===== config.mk =====
export PLATFORM = sky130hd
export DESIGN_NAME = stage_indicator_buzzer
export DESIGN_NICKNAME = d
export VERILOG_FILES = /design/src/rtl/stage_indicator_buzzer.sv
export SDC_FILE = /design/constraint.sdc
export NUM_CORES = 1
export LEC_CHECK = 0
export CORE_MARGIN = 2
export CORE_UTILIZATION = 64
export DETAILED_ROUTE_END_ITERATION = 8
export PLACE_DENSITY_LB_ADDON = 0.2
export SYNTH_ARGS = -nofsm -noshare
export SYNTH_HDL_FRONTEND = slang
export SYNTH_SLANG_ARGS = --single-unit

===== constraint.sdc =====
create_clock -name clk -period 3.65 [get_ports clk]
set_input_delay 0.73 -clock clk [delete_from_list [all_inputs] [get_ports clk]]
set_output_delay 0.73 -clock clk [all_outputs]
set_load 0.01 [all_outputs]

===== src/rtl/stage_indicator_buzzer.sv =====
// Washer front-panel controller: stage lights with a blinking active stage,
// run light, and a buzzer engine for key beeps and the finish beep sequence.
module stage_indicator_buzzer #(
  parameter int NUM_STAGES   = 3,
  parameter int NUM_KEYS     = 4,
  parameter int BEEP_TICKS   = 25_000_000,
  parameter int BLINK_TICKS  = 50_000_000,
  parameter int FINISH_BEEPS = 9,
  parameter int CNT_W        = 32,
  parameter int SW           = (NUM_STAGES > 1) ? $clog2(NUM_STAGES) : 1
) (
  input  logic                  clk,
  input  logic                  reset,
  input  logic                  power,
  input  logic [1:0]            run_state,
  input  logic [NUM_STAGES-1:0] stage_mask,
  input  logic [SW-1:0]         cur_stage,
  input  logic                  finish,
  input  logic [NUM_KEYS-1:0]   keys,
  output logic [NUM_STAGES-1:0] stage_light,
  output logic                  start_light,
  output logic                  buzzer,
  output logic                  done,
  output logic                  busy
);

  localparam int NBW = (FINISH_BEEPS > 1) ? $clog2(FINISH_BEEPS) : 1;
  localparam logic [CNT_W-1:0] BEEP_LAST  = CNT_W'(BEEP_TICKS - 1);
  localparam logic [CNT_W-1:0] BLINK_LAST = CNT_W'(BLINK_TICKS - 1);
  localparam logic [NBW-1:0]   NBEEP_LAST = NBW'(FINISH_BEEPS - 1);

  typedef enum logic [2:0] {
    S_IDLE,
    S_KEY_BEEP,
    S_FIN_ON,
    S_FIN_OFF,
    S_DONE
  } state_t;

  state_t                  state_q, state_d;
  logic [CNT_W-1:0]        bcnt_q, bcnt_d;
  logic [NBW-1:0]          nbeep_q, nbeep_d;
  logic [CNT_W-1:0]        blink_cnt_q, blink_cnt_d;
  logic                    blink_q, blink_d;
  logic [NUM_KEYS-1:0]     key_q;
  logic [NUM_STAGES-1:0]   stage_light_q, stage_light_d;
  logic                    start_light_q, start_light_d;
  logic                    buzzer_q, buzzer_d;
  logic                    done_q, done_d;
  logic [NUM_STAGES-1:0]   stage_sel;
  logic                    any_rise;
  logic                    running;

  // One-hot select of the executing stage; stays all-zero when cur_stage is out of range.
  for (genvar gi = 0; gi < NUM_STAGES; gi++) begin : g_sel
    assign stage_sel[gi] = (cur_stage == SW'(gi));
  end

  assign any_rise = |(keys & ~key_q);
  assign running  = (run_state == 2'b01);

  always_comb begin
    blink_cnt_d = blink_cnt_q + 1'b1;
    blink_d     = blink_q;
    if (blink_cnt_q == BLINK_LAST) begin
      blink_cnt_d = '0;
      blink_d     = ~blink_q;
    end
  end

  always_comb begin
    stage_light_d = stage_mask;
    if (running) begin
      if (finish) stage_light_d = '1;
      else        stage_light_d = (stage_mask & ~stage_sel) | (stage_sel & {NUM_STAGES{blink_q}});
    end
  end

  always_comb begin
    state_d = state_q;
    bcnt_d  = bcnt_q;
    nbeep_d = nbeep_q;
    case (state_q)
      S_IDLE: begin
        if (any_rise) begin
          state_d = S_KEY_BEEP;
          bcnt_d  = '0;
        end else if (finish) begin
          state_d = S_FIN_ON;
          bcnt_d  = '0;
          nbeep_d = '0;
        end
      end
      S_KEY_BEEP: begin
        if (bcnt_q == BEEP_LAST) begin
          state_d = S_IDLE;
          bcnt_d  = '0;
        end else begin
          bcnt_d = bcnt_q + 1'b1;
        end
      end
      S_FIN_ON: begin
        if (!finish) begin
          state_d = S_IDLE;
          bcnt_d  = '0;
        end else if (bcnt_q == BEEP_LAST) begin
          bcnt_d  = '0;
          state_d = (nbeep_q == NBEEP_LAST) ? S_DONE : S_FIN_OFF;
        end else begin
          bcnt_d = bcnt_q + 1'b1;
        end
      end
      S_FIN_OFF: begin
        if (!finish) begin
          state_d = S_IDLE;
          bcnt_d  = '0;
        end else if (bcnt_q == BEEP_LAST) begin
          state_d = S_FIN_ON;
          bcnt_d  = '0;
          nbeep_d = nbeep_q + 1'b1;
        end else begin
          bcnt_d = bcnt_q + 1'b1;
        end
      end
      S_DONE: begin
        if (!finish) state_d = S_IDLE;
      end
      default: state_d = S_IDLE;
    endcase
  end

  // Outputs follow the next state so buzzer/done/start_light change on the same edge.
  always_comb begin
    buzzer_d      = (state_d == S_KEY_BEEP) || (state_d == S_FIN_ON);
    done_d        = (state_d == S_DONE);
    start_light_d = running && !done_d;
  end

  always_ff @(posedge clk) begin
    if (reset || !power) begin
      state_q       <= S_IDLE;
      bcnt_q        <= '0;
      nbeep_q       <= '0;
      blink_cnt_q   <= '0;
      blink_q       <= 1'b0;
      key_q         <= '0;
      stage_light_q <= '0;
      start_light_q <= 1'b0;
      buzzer_q      <= 1'b0;
      done_q        <= 1'b0;
    end else begin
      state_q       <= state_d;
      bcnt_q        <= bcnt_d;
      nbeep_q       <= nbeep_d;
      blink_cnt_q   <= blink_cnt_d;
      blink_q       <= blink_d;
      key_q         <= keys;
      stage_light_q <= stage_light_d;
      start_light_q <= start_light_d;
      buzzer_q      <= buzzer_d;
      done_q        <= done_d;
    end
  end

  assign stage_light = stage_light_q;
  assign start_light = start_light_q;
  assign buzzer      = buzzer_q;
  assign done        = done_q;
  assign busy        = (state_q != S_IDLE);

endmodule


==> impl_metrics.py <==
metrics = {
    "sta": {
        "max_clock_freq_ghz": 0.372,
        "finalSetupTns_ps": 0,
        "rsz0062_at_grt": "no",
        "setup_viol": 0,
        "fin_crit_ps": 2690,
        "hold_viol": 0,
        "fin_crit_sh_pct": 73.6,
        "holdWs_ps": 482,
        "relSlewSlack_pct": 51.1,
        "worstMarginPinSlew_ps": 732,
        "finClkSkew_ps": 10.7,
        "drv_slew": 0,
    },
    "outcome": {
        "status": "finished, final reports clean",
    },
    "global_route": {
        "gr-usage-all-layers_pct": 26.2,
        "grt-ovfl-total": 0,
        "grt_max_degree": 32,
        "antenna_found_initial": 0,
        "grt_pass1_wl_mm": 13.4,
        "grt_pass1_vias": 3017,
    },
    "clock_network": {
        "clkTransAtPathRegs_ps": 80,
        "insertion_delay_ps": 370,
        "cts_sinks": 82,
        "post_cts_buffers": 0,
        "cts_tree": "built",
        "ctsHoldBuffers": 0,
        "cts_max_level": 3,
        "clockBufferDepth": 2,
        "cts_resized": 0,
        "cts_root_buffer": "clkbuf_8",
        "numCtsBuffers": 9,
    },
    "pwr": {
        "p_leak_nw": 1.41,
        "peakVddDrop_v": 0.000259,
        "finalPower_mw": 1.65,
        "p_per_area_nw_per_um2": 380,
    },
    "detailed_routing": {
        "drt-pass1-iter-count": 5,
        "antenna_left": 0,
        "wl_per_cell_um": 14.7,
        "finalWirelength_mm": 8.11,
        "drtIter0Drc": 177,
        "vias": 3196,
        "drc_errors": 0,
        "viasPerCell": 5.81,
    },
    "worst_setup_path": {
        "cp_max_fo": 8,
        "r2r-start": "bcnt_q[0]$_SDFFE_PP0P_",
        "cp-startpoint": "finish",
        "critPathKind": "in -> reg",
        "required_ps": 3910,
        "cp-start-kind": "primary input",
        "critPathArrivalTime_ps": 2950,
        "worst_setup_path_end_kind": "flip-flop",
    },
    "logic_synthesis": {
        "syn_area_per_cell_um2": 8.69,
        "ys_ff_latch": 82,
        "ys_types": 58,
        "synth_flop_cell": "dfxtp_1",
        "yosysTopAreaCell": "dfxtp_1",
        "ys_async_sr_fraction_pct": 0,
        "synth_nets": 463,
        "synthTopCellsByCount": "nor2_1, dfxtp_1, nand3_1",
        "synthTopCellsByArea": "dfxtp_1, nor2_1, xnor2_1",
        "syn-cell-area_um2": 3860,
        "netlist_instances": 444,
        "synth-edff-count": 0,
        "ys_seq_area_share_pct": 42.5,
        "synth_warnings": 0,
        "synth_top_area_share_pct": 42.5,
        "yosysMostFrequentCell": "nor2_1",
    },
    "die": {
        "die_w_um": 81.7,
        "die_y_um": 81.7,
        "coreArea_um2": 5890,
        "pin_count": 22,
        "initial_core_util_pct": 65.6,
        "rows": 28,
        "dieArea_um2": 6670,
    },
    "run": {
        "drv_cap": 0,
    },
    "placement": {
        "port_buffers": 21,
        "dpl.hpwl_mm": 5.67,
        "place.gp.congestion": 0.845,
    },
    "layout": {
        "antennaDiodeCount": 0,
        "syn_to_final_growth_pct": 12.6,
        "layout.nets": 489,
        "drive_gt1_share_pct": 7.79,
        "final_util_pct": 73.9,
    },
    "worst_hold_path": {
        "min_from": "blink_cnt_q[0]$_SDFF_PP0_",
        "hold_class": "reg -> reg",
    },
}
## area by class of cell
type	instances	area (um2)
Timing Repair Buffer	27	255
Sequential cell	82	1640
Multi-Input combinational cell	337	2110
Inverter	13	48.8
Fill cell	453	1540
Clock inverter	4	51.3
Clock buffer	12	145
Tap cell	75	93.8
## placed cells by master, fill, tap and decap left out, types with 3 or more instances in the layout
cell type	instances
o41ai_1	3
nand3_1	32
inv_1	13
clkdlybuf4s50_1	21
nor3_1	17
nor2b_1	11
ha_1	4
nand2_1	17
nand4b_1	3
xor2_1	27
and4_1	4
a211oi_1	5
clkbuf_8	10
dfxtp_1	82
nor4_1	10
or3_1	4
and3_1	10
o21ai_0	4
buf_4	6
and2_1	5
nor2_1	84
xnor2_1	31
nand4_1	13
a21oi_1	10
nand2b_1	6
## path summary, 6_finish.rpt
check	end	slack, ps	cells after the start
max reg2reg	bcnt_q[12]$_SDFFE_PP0P_	1220	7
min reg2reg	blink_cnt_q[0]$_SDFF_PP0_	480	1
min	blink_cnt_q[0]$_SDFF_PP0_	480	1
max	bcnt_q[31]$_SDFFE_PP0P_	960	7
## worst max-delay path: stages
cell and delay, ps:
clkdlybuf4s50_1 560, nor3_1 660, inv_1 120, o2111ai_1 510, nor3_1 120, xnor2_1 180, nor2_1 60
## per-layer routing
layer	wire (um)	part of all wire (%)	vias up	track usage (%)
li1	-	-	1595	-
met1	3610	45	1522	30.8
met2	4010	49	63	45.7
met3	276	3.4	16	4.95
met4	212	2.6	0	13.0
met5	0	0	-	0
## sequential cells by signal, indices dropped and copies added, names as in the netlist
register / cells
done: 1
blink_q: 1
start_light: 1
key_q: 4
buzzer: 1
state_q: 3
nbeep_q: 4
bcnt_q: 32
blink_cnt_q: 32
stage_light: 3
## metrics by stage
| stage | worst slack [ps] | instance area (um2) | instances |
|---|---|---|---|
| after floorplan | 1270 | 3860 | 444 |
| after global placement | 656 | 4150 | 534 |
| after detailed placement | 570 | 4150 | 534 |
| after CTS | 978 | 4350 | 550 |
| after global routing | 727 | 4350 | 550 |
| final | 963 | 4350 | 550 |
## cell families (layout without fill, tap and decap cells)
family	count (synthesis)	count (layout)	synth area share [%]
buf+inv	25	56	2.76
fa+ha+maj	4	4	1.30
mux	3	3	0.811
simple gates	236	236	32.4
flops	82	82	42.5
xor+xnor	58	58	13.2
compound gates	36	36	7.07
## report_power, final
part | switching (mW) | leakage [nW] | internal [mW]
clock | 0.333 | 0.0966 | 0.335
combinational | 0.0432 | 0.649 | 0.0368
sequential | 0.00403 | 0.662 | 0.900
total | 0.380 | 1.41 | 1.27
Power figures use the tool's default switching activity.
